<file path="config.mk">
export PLATFORM = sky130hd
export DESIGN_NAME = pre_if_stage
export DESIGN_NICKNAME = d
export VERILOG_FILES = /design/src/rtl/pre_if_stage_pkg.sv /design/src/rtl/pre_if_stage_fetch_out_buf.sv /design/src/rtl/pre_if_stage.sv
export SDC_FILE = /design/constraint.sdc
export NUM_CORES = 1
export LEC_CHECK = 0
export BUFFER_PORTS_ARGS = -buffer_cell sky130_fd_sc_hd__buf_2
export CAP_MARGIN = 10
export CORE_MARGIN = 2
export CORE_UTILIZATION = 58
export DETAILED_ROUTE_END_ITERATION = 10
export PLACE_DENSITY = 0.95
export SLEW_MARGIN = 20
export SYNTH_ARGS = -nofsm -noshare
export SYNTH_HDL_FRONTEND = slang
export SYNTH_SLANG_ARGS = --single-unit
</file>
<file path="constraint.sdc">
create_clock -name clk -period 5.59 [get_ports clk]
set_input_delay 1.677 -clock clk [delete_from_list [all_inputs] [get_ports clk]]
set_output_delay 1.677 -clock clk [all_outputs]
set_load 0.02 [all_outputs]
</file>
<file path="src/rtl/pre_if_stage_pkg.sv">
// Shared constants and FSM encoding for the pre-IF fetch stage.
package pre_if_stage_pkg;
  localparam logic [31:0] PC_RESET    = 32'h1BFF_FFFC;
  localparam int          PF2FS_BUS_W = 65;
  localparam int          BR_ZIP_W    = 33;

  typedef enum logic [1:0] {IDLE, WAIT_ADDR, WAIT_DATA, ADEF} pf_state_t;
endpackage

</file>
<file path="src/rtl/pre_if_stage_fetch_out_buf.sv">
// One-entry output register between pre-IF and IF with synchronous flush.
module fetch_out_buf
  import pre_if_stage_pkg::*;
(
  input  logic                   clk,
  input  logic                   resetn,
  input  logic                   flush,
  input  logic                   in_valid,
  input  logic [PF2FS_BUS_W-1:0] in_data,
  input  logic                   out_allowin,
  output logic                   out_valid,
  output logic [PF2FS_BUS_W-1:0] out_data
);
  // A load wins over flush: the only load that can coincide with a redirect
  // is the adef bundle for the redirect target itself.
  always_ff @(posedge clk or negedge resetn) begin
    if (!resetn) begin
      out_valid <= 1'b0;
      out_data  <= '0;
    end else if (in_valid) begin
      out_valid <= 1'b1;
      out_data  <= in_data;
    end else if (flush || out_allowin) begin
      out_valid <= 1'b0;
    end
  end
endmodule

</file>
<file path="src/rtl/pre_if_stage.sv">
// Pre-IF stage: next-PC selection, SRAM-like instruction fetch, redirect handling.
module pre_if_stage #(
  parameter logic [31:0] PC_RESET = pre_if_stage_pkg::PC_RESET
) (
  input  logic                                    clk,
  input  logic                                    resetn,
  output logic                                    inst_sram_req,
  output logic                                    inst_sram_wr,
  output logic [1:0]                              inst_sram_size,
  output logic [3:0]                              inst_sram_wstrb,
  output logic [31:0]                             inst_sram_wdata,
  output logic [31:0]                             inst_sram_addr,
  input  logic                                    inst_sram_addr_ok,
  input  logic                                    inst_sram_data_ok,
  input  logic [31:0]                             inst_sram_rdata,
  input  logic                                    fs_allowin,
  output logic                                    pf2fs_valid,
  output logic [pre_if_stage_pkg::PF2FS_BUS_W-1:0] pf2fs_bus,
  input  logic [pre_if_stage_pkg::BR_ZIP_W-1:0]    br_zip,
  input  logic                                    wb_ex,
  input  logic [31:0]                             ex_entry,
  input  logic                                    ertn_flush,
  input  logic [31:0]                             ertn_entry
);
  import pre_if_stage_pkg::*;

  pf_state_t   state;
  logic [31:0] pc, redir_pc, addr_r, npc, redir_tgt;
  logic        redir_v, discard;
  logic        br_taken, redir_now, misalign, buf_valid, buf_ready, idle_issue;
  logic        load_adef, load_data;
  logic [31:0] br_target;
  logic [PF2FS_BUS_W-1:0] buf_in;

  assign inst_sram_wr    = 1'b0;
  assign inst_sram_size  = 2'b10;
  assign inst_sram_wstrb = 4'h0;
  assign inst_sram_wdata = 32'h0;

  assign {br_taken, br_target} = br_zip;
  assign redir_now = wb_ex | ertn_flush | br_taken;

  always_comb begin
    redir_tgt = br_target;
    if (wb_ex)           redir_tgt = ex_entry;
    else if (ertn_flush) redir_tgt = ertn_entry;
  end

  assign npc        = redir_now ? redir_tgt : (redir_v ? redir_pc : pc + 32'd4);
  assign misalign   = npc[1:0] != 2'b00;
  assign buf_ready  = ~buf_valid | fs_allowin | redir_now;
  assign idle_issue = (state == IDLE) & ~misalign & buf_ready;

  // Bus outputs are forced to their reset values while resetn is low.
  assign inst_sram_req  = resetn & ((state == WAIT_ADDR) | idle_issue);
  assign inst_sram_addr = !resetn ? 32'h0 : ((state == IDLE) ? npc : addr_r);

  // A response arriving together with a redirect is already wrong-path.
  assign load_adef = (state == IDLE) & misalign;
  assign load_data = (state == WAIT_DATA) & inst_sram_data_ok & ~discard & ~redir_now;
  assign buf_in    = load_adef ? {32'h0, npc, 1'b1} : {inst_sram_rdata, pc, 1'b0};

  fetch_out_buf u_buf (
    .clk        (clk),
    .resetn     (resetn),
    .flush      (redir_now),
    .in_valid   (load_adef | load_data),
    .in_data    (buf_in),
    .out_allowin(fs_allowin),
    .out_valid  (buf_valid),
    .out_data   (pf2fs_bus)
  );

  assign pf2fs_valid = buf_valid & ~redir_now;

  always_ff @(posedge clk or negedge resetn) begin
    if (!resetn) begin
      state    <= IDLE;
      pc       <= PC_RESET;
      redir_v  <= 1'b0;
      redir_pc <= 32'h0;
      discard  <= 1'b0;
      addr_r   <= 32'h0;
    end else begin
      // In IDLE the redirect is forwarded into npc, so it is consumed directly.
      if (redir_now && state != IDLE) begin
        redir_v  <= 1'b1;
        redir_pc <= redir_tgt;
      end
      if (redir_now && (state == WAIT_ADDR || state == WAIT_DATA))
        discard <= 1'b1;
      case (state)
        IDLE: begin
          if (misalign) begin
            pc      <= npc;
            redir_v <= 1'b0;
            state   <= ADEF;
          end else if (buf_ready) begin
            redir_v <= 1'b0;
            addr_r  <= npc;
            if (inst_sram_addr_ok) begin
              pc    <= npc;
              state <= WAIT_DATA;
            end else begin
              state <= WAIT_ADDR;
            end
          end
        end
        WAIT_ADDR: if (inst_sram_addr_ok) begin
          pc    <= addr_r;
          state <= WAIT_DATA;
        end
        WAIT_DATA: if (inst_sram_data_ok) begin
          discard <= 1'b0;
          state   <= IDLE;
        end
        ADEF: if (wb_ex) state <= IDLE;
        default: state <= IDLE;
      endcase
    end
  end
endmodule

</file>
Word-level counts from Yosys, hierarchy flattened. Cells that the tools add are included.

Add/subtract/negate cells: 1. Eq/ne operators: 8. Mux-type cells: 28. Bitwise logic cells: 18. Reduce and logical (&&, ||, !) cells: 12.

Operator list (number): 32-bit 2-to-1 mux (10); 65-bit 2-to-1 mux (1); 32-bit case mux with 2 select lines (1); 32-bit by 3-bit adder with 32-bit output, second input constant (1); 2-bit 2-to-1 mux (6); 1-bit 2-to-1 mux (9); 1-bit bitwise AND (8); 2-bit case mux with 4 select lines (1); 4-bit AND reduction (2); 2-bit nonzero test (4); 2-bit inequality test, second input constant (3); 3-bit inequality test, second input constant (2); 1-bit OR (6); 2-bit equality test, second input constant (2); 1-bit inverter (4); 3-bit AND reduction (1); 2-bit by 1-bit equality test with 1-bit output, second input constant (1); 1-bit logical AND (2); 2-bit zero test (1); 1-bit logical OR (2).

Register bits after elaboration: 166. Input port bits: 136. Output and inout bits: 138. Word-level logic and storage cells: 75.

Depth between registers and ports, before layout.
Depth in word-level cells: 9. Depth in mapped cells: 9. Depth with buffers taken out: 8.

Modules after synthesis. From an unflattened synthesis, not the netlist that was laid out.

Cell total of the unflattened synthesis: 1155. Area total of the unflattened synthesis: 10412.5 sq um.

Modules (own cells, without submodules): pre_if_stage (times used 1, cells each 1015, area an instance 7805.0 sq um, sequential area each 2534.9 sq um); fetch_out_buf (times used 1, cells each 140, area an instance 2607.5 sq um, sequential area each 1651.6 sq um).

Worst setup path before layout. No wires, ideal clock.

Path type: input port to output port. Start point: input ertn_flush. End point: output inst_sram_addr[7]. Data arrival time: 3565 ps. Data required time: 3913 ps. Setup slack: 348 ps. Stages on the path: 8. Buffers on the path: 4. Cell sequence: buf_2 > or3_1 > buf_2 > buf_1 > buf_1 > nand2_1 > o221a_2 > a211oi_1.

Word-level cells in the longest chain between the ends: 5. Elaborated cells on any way between the ends: 7. Classes of those cells: mux: 5; bitwise: 2.

RTL lines: start, declared (line pre_if_stage.sv:22) `input logic ertn_flush,`; 32-bit 2-to-1 mux or 1-bit OR (tied branches) (line pre_if_stage.sv:46, pre_if_stage.sv:41); 32-bit 2-to-1 mux or 1-bit OR (tied branches) (line pre_if_stage.sv:45, pre_if_stage.sv:41); 32-bit 2-to-1 mux * (line pre_if_stage.sv:49) `assign npc = redir_now ? redir_tgt : (redir_v ? redir_pc : pc + 32'd4);`; 32-bit 2-to-1 mux * (2 in series) (line pre_if_stage.sv:56) `assign inst_sram_addr = !resetn ? 32'h0 : ((state == IDLE) ? npc : addr_r);`; end, declared (line pre_if_stage.sv:12) `output logic [31:0] inst_sram_addr,`.

Mark *: on every way between the ends. The rest lies on a longest branch, timed or not.

Final worst setup path.
Start point: input ertn_flush. End point: output inst_sram_req.

Word-level cells in the longest chain between the ends: 9. Elaborated cells on any way between the ends: 12. Classes of those cells: mux: 3; bitwise: 8; reduce/logical: 1.

RTL lines: 32-bit 2-to-1 mux or 1-bit OR (tied branches) (line pre_if_stage.sv:46, pre_if_stage.sv:41); 32-bit 2-to-1 mux or 1-bit OR (tied branches) (line pre_if_stage.sv:45, pre_if_stage.sv:41); 32-bit 2-to-1 mux (line pre_if_stage.sv:49); 2-bit nonzero test (line pre_if_stage.sv:50) `assign misalign = npc[1:0] != 2'b00;`; 1-bit inverter (no source line); 1-bit bitwise AND (line pre_if_stage.sv:52) `assign idle_issue = (state == IDLE) & ~misalign & buf_ready;`; 1-bit bitwise AND * (line pre_if_stage.sv:52); 1-bit OR * (line pre_if_stage.sv:55) `assign inst_sram_req = resetn & ((state == WAIT_ADDR) | idle_issue);`; 1-bit bitwise AND * (line pre_if_stage.sv:55); end, declared (line pre_if_stage.sv:7) `output logic inst_sram_req,`.

Marks and branches as above.

==> flow_summary_export.csv <==
group,metric,value,unit
final_layout,multi_input_area,5420,um^2
routing,wl_met3,2550,um
final_layout,fillers,1365,
routing,drtIter0Drc,1086,
synthesis,synth_area_leader_cell,"dfrtp_1",
final_layout,drive_gt1_frac,0.249,
grt,grt_pass1_vias,9959,
worst_setup_path,worst_ep_arrival_time,3.71,ns
worst_setup_path,crit_chain,"buf_2, or3_1, buf_4, a21oi_1, nor3_2, nor2_4, nor2_1, nor2_1, buf_2",
grt,grt_overflow_total,0,
routing,drc_errors,0,
synthesis,synthesis.area,10200,um^2
run_status,status,"complete, no violations",
clock_network,cts_tree,"yes",
final_layout,antenna_cells,0,
synthesis,yosys-top-cells-count,"212 x nand2_1, 140 x dfrtp_1, 138 x a21oi_1",
synthesis,async_flop_share,1.00,
routing,wl_met1,12400,um
clock_network,holdBufCountCts,0,
timing,tightest_slew,1.07,ns
synthesis,seq_area_frac_synth,0.409,
routing,dr.pass1.iters,6,
worst_setup_path,cp_slowest_stage_delay,0.40,ns
floorplan,rows,48,
worst_setup_path,crit_fanout,18,
worst_setup_path,endpoint_kind,"output port",
synthesis,netlist_top_cells_area,"dfrtp_1 34%, nand2_1 7.8%, a21oi_1 6.7%, dfstp_2 6.7%, o21ai_0 4.4%",
floorplan,die_w,137,um
routing,routed-via-count,10234,
grt,grt_use_total,0.349,
timing,fmax,186,MHz
pwr,vdd_drop_max,0.367,mV
pwr,pwr_density_cell,514,nW/um^2
timing,fin_worst_skew,0.0122,ns
timing,rsz0062_at_grt,"no",
final_layout,fin_nets,1561,
grt,grt_pass1_wl,50500,um
clock_network,cts_max_level,4,
placed_design,port_buffers,234,
synthesis,synth_top_cell_area_share,0.342,
floorplan,core_region_area,17300,um^2
grt,grt_max_degree,94,
floorplan,start_util,0.592,
worst_setup_path,cp.required,3.91,ns
grt,antenna_found_initial,0,
synthesis,synthCells,1243,
worst_hold_path,worstHoldStart,"redir_pc[23]",
clock_network,cts.path.max_buffers,2,
routing,ant_nets,0,
timing,hold_viol_final,0,
synthesis,avgSynthCellArea,8.24,um^2
clock_network,cts_resized,0,
floorplan,fp.dieH,137,um
worst_setup_path,slowest_stage,"or3_1",
flow_run,max-cap-violations,0,
synthesis,synth-main-ff-cell,"dfrtp_1",
placed_design,hpwl,22400,um
synthesis,yosys_warnings,0,
placed_design,gp_congestion,0.958,
timing,setup_tns,0,ns
timing,maxSlewHeadroom,0.287,
final_layout,area_growth,16.1,%
timing,setup_viol,0,
timing,period_share,0.964,
timing,whs,0.485,ns
routing,wl_per_cell,19.3,um
worst_setup_path,cp-start-kind,"input port",
clock_network,clkSinkCount,166,
clock_network,post_cts_buffers,0,
final_layout,seq_area,4190,um^2
clock_network,cts_buffers,17,
synthesis,synth-edff-count,0,
synthesis,post_synth_num_cell_types,69,
floorplan,dieArea,18700,um^2
placed_design,pre_cts_ws,0.301,ns
floorplan,ios,274,
clock_network,clockRootBuffer,"clkbuf_16",
synthesis,yosysMostFrequentCell,"nand2_1",
timing,timing.final.ws_setup,0.201,ns
routing,top_layer_used,"met4",
worst_setup_path,critPathLaunch,"ertn_flush",
worst_setup_path,critPathKind,"in -> out",
timing,period_needed,5.39,ns
worst_hold_path,hp-class,"reg -> reg",
pwr,p_leak,5.55,nW
clock_network,clk_pin_slew,0.06,ns
routing,via_per_inst,6.18,
worst_setup_path,r2r-start,"state[0]",
clock_network,clock_latency,0.44,ns
synthesis,ys_seq_elements,166,
routing,drt_wl_total,31900,um
timing,slew_viol_final,0,
routing,wl_met2,15500,um
[logic make-up after synthesis]
| family | synth area share |
|---|---|
| buffers and inverters | 0.0772 |
| adder cells (fa/ha/maj) | 0.00855 |
| AO/OA/AOI/OAI | 0.214 |
| other | 0.000733 |
| flip-flops | 0.409 |
| multiplexers | 0.0641 |
| XOR/XNOR | 0.00770 |
| AND/OR/NAND/NOR | 0.219 |
[critical path: cells and delay by family]
kind | cells | cell delay, ns
buf+inv | 3 | 0.76
compound gates | 1 | 0.10
simple gates | 5 | 1.16
[where the power goes]
group	internal [mW]	switching, mW	leakage (nW)	total, mW
logic	0.974	1.76	3.32	2.74
clock network	0.630	0.491	0.263	1.12
registers	1.77	0.477	1.97	2.25
total	3.38	2.73	5.55	6.11
[registers in the layout (all words and copies together), names as in the netlist]
signal and flops:
state 2, redir_pc 32, discard 1, pc 32, u_buf.out_data 65, u_buf.out_valid 1
redir_v 1, addr_r 32
[layout by cell type, fill, tap and decap left out, drive strengths merged, types with 10 or more instances in the layout]
| master | n |
|---|---|
| or3 | 12 |
| nand3 | 26 |
| inv | 16 |
| o21ai | 91 |
| clkbuf | 23 |
| nand2b | 10 |
| buf | 260 |
| nor2 | 108 |
| a21oi | 138 |
| a21o | 15 |
| a31oi | 20 |
| nor4 | 12 |
| mux2 | 21 |
| a211oi | 32 |
| dfrtp | 140 |
| and3 | 37 |
| nand2 | 212 |
| dfstp | 26 |
| nor3 | 19 |
| o31ai | 13 |
| mux2i | 42 |
| nor2b | 13 |
| nand4 | 11 |
| conb | 39 |
[per-layer routing]
metal  track usage  vias to the layer above
met1         0.434                     4834
met4         0.172                        0
met5             0                        -
met3        0.0793                      128
li1              -                     4674
met2         0.575                      598
[path summary, 6_finish.rpt]
check	end	slack, ns	cells past startpoint
worst max-delay path	inst_sram_req	0.20	9
min in group asynchronous	addr_r[17]	1.05	1
worst max register to register	pc[28]	2.32	8
worst min register to register	redir_pc[23]	0.48	2
worst min-delay path	redir_pc[23]	0.48	2
max in group asynchronous	pc[16]	3.77	2
[layout make-up]
type                    count  share of cell area
clock inverters             9             0.00789
repair buffers            260               0.118
flip-flops and latches    166               0.352
inverters                  15             0.00474
clock buffers              23              0.0385
well taps                 225              0.0237
multi-input cells         958               0.455
[through the flow]
step | total power, mW | cells | instance area, um^2 | util
2_1_floorplan | 4.08 | 1280 | 10400 | -
3_3_place_gp | 4.78 | 1624 | 11300 | 0.655
3_5_place_dp | 4.90 | 1624 | 11300 | 0.655
4_1_cts | 6.05 | 1656 | 11900 | 0.687
5_1_grt | 6.49 | 1656 | 11900 | 0.687
6_report | 6.11 | 1656 | 11900 | 0.687
Note: power is estimated with default switching activity, not from simulation.
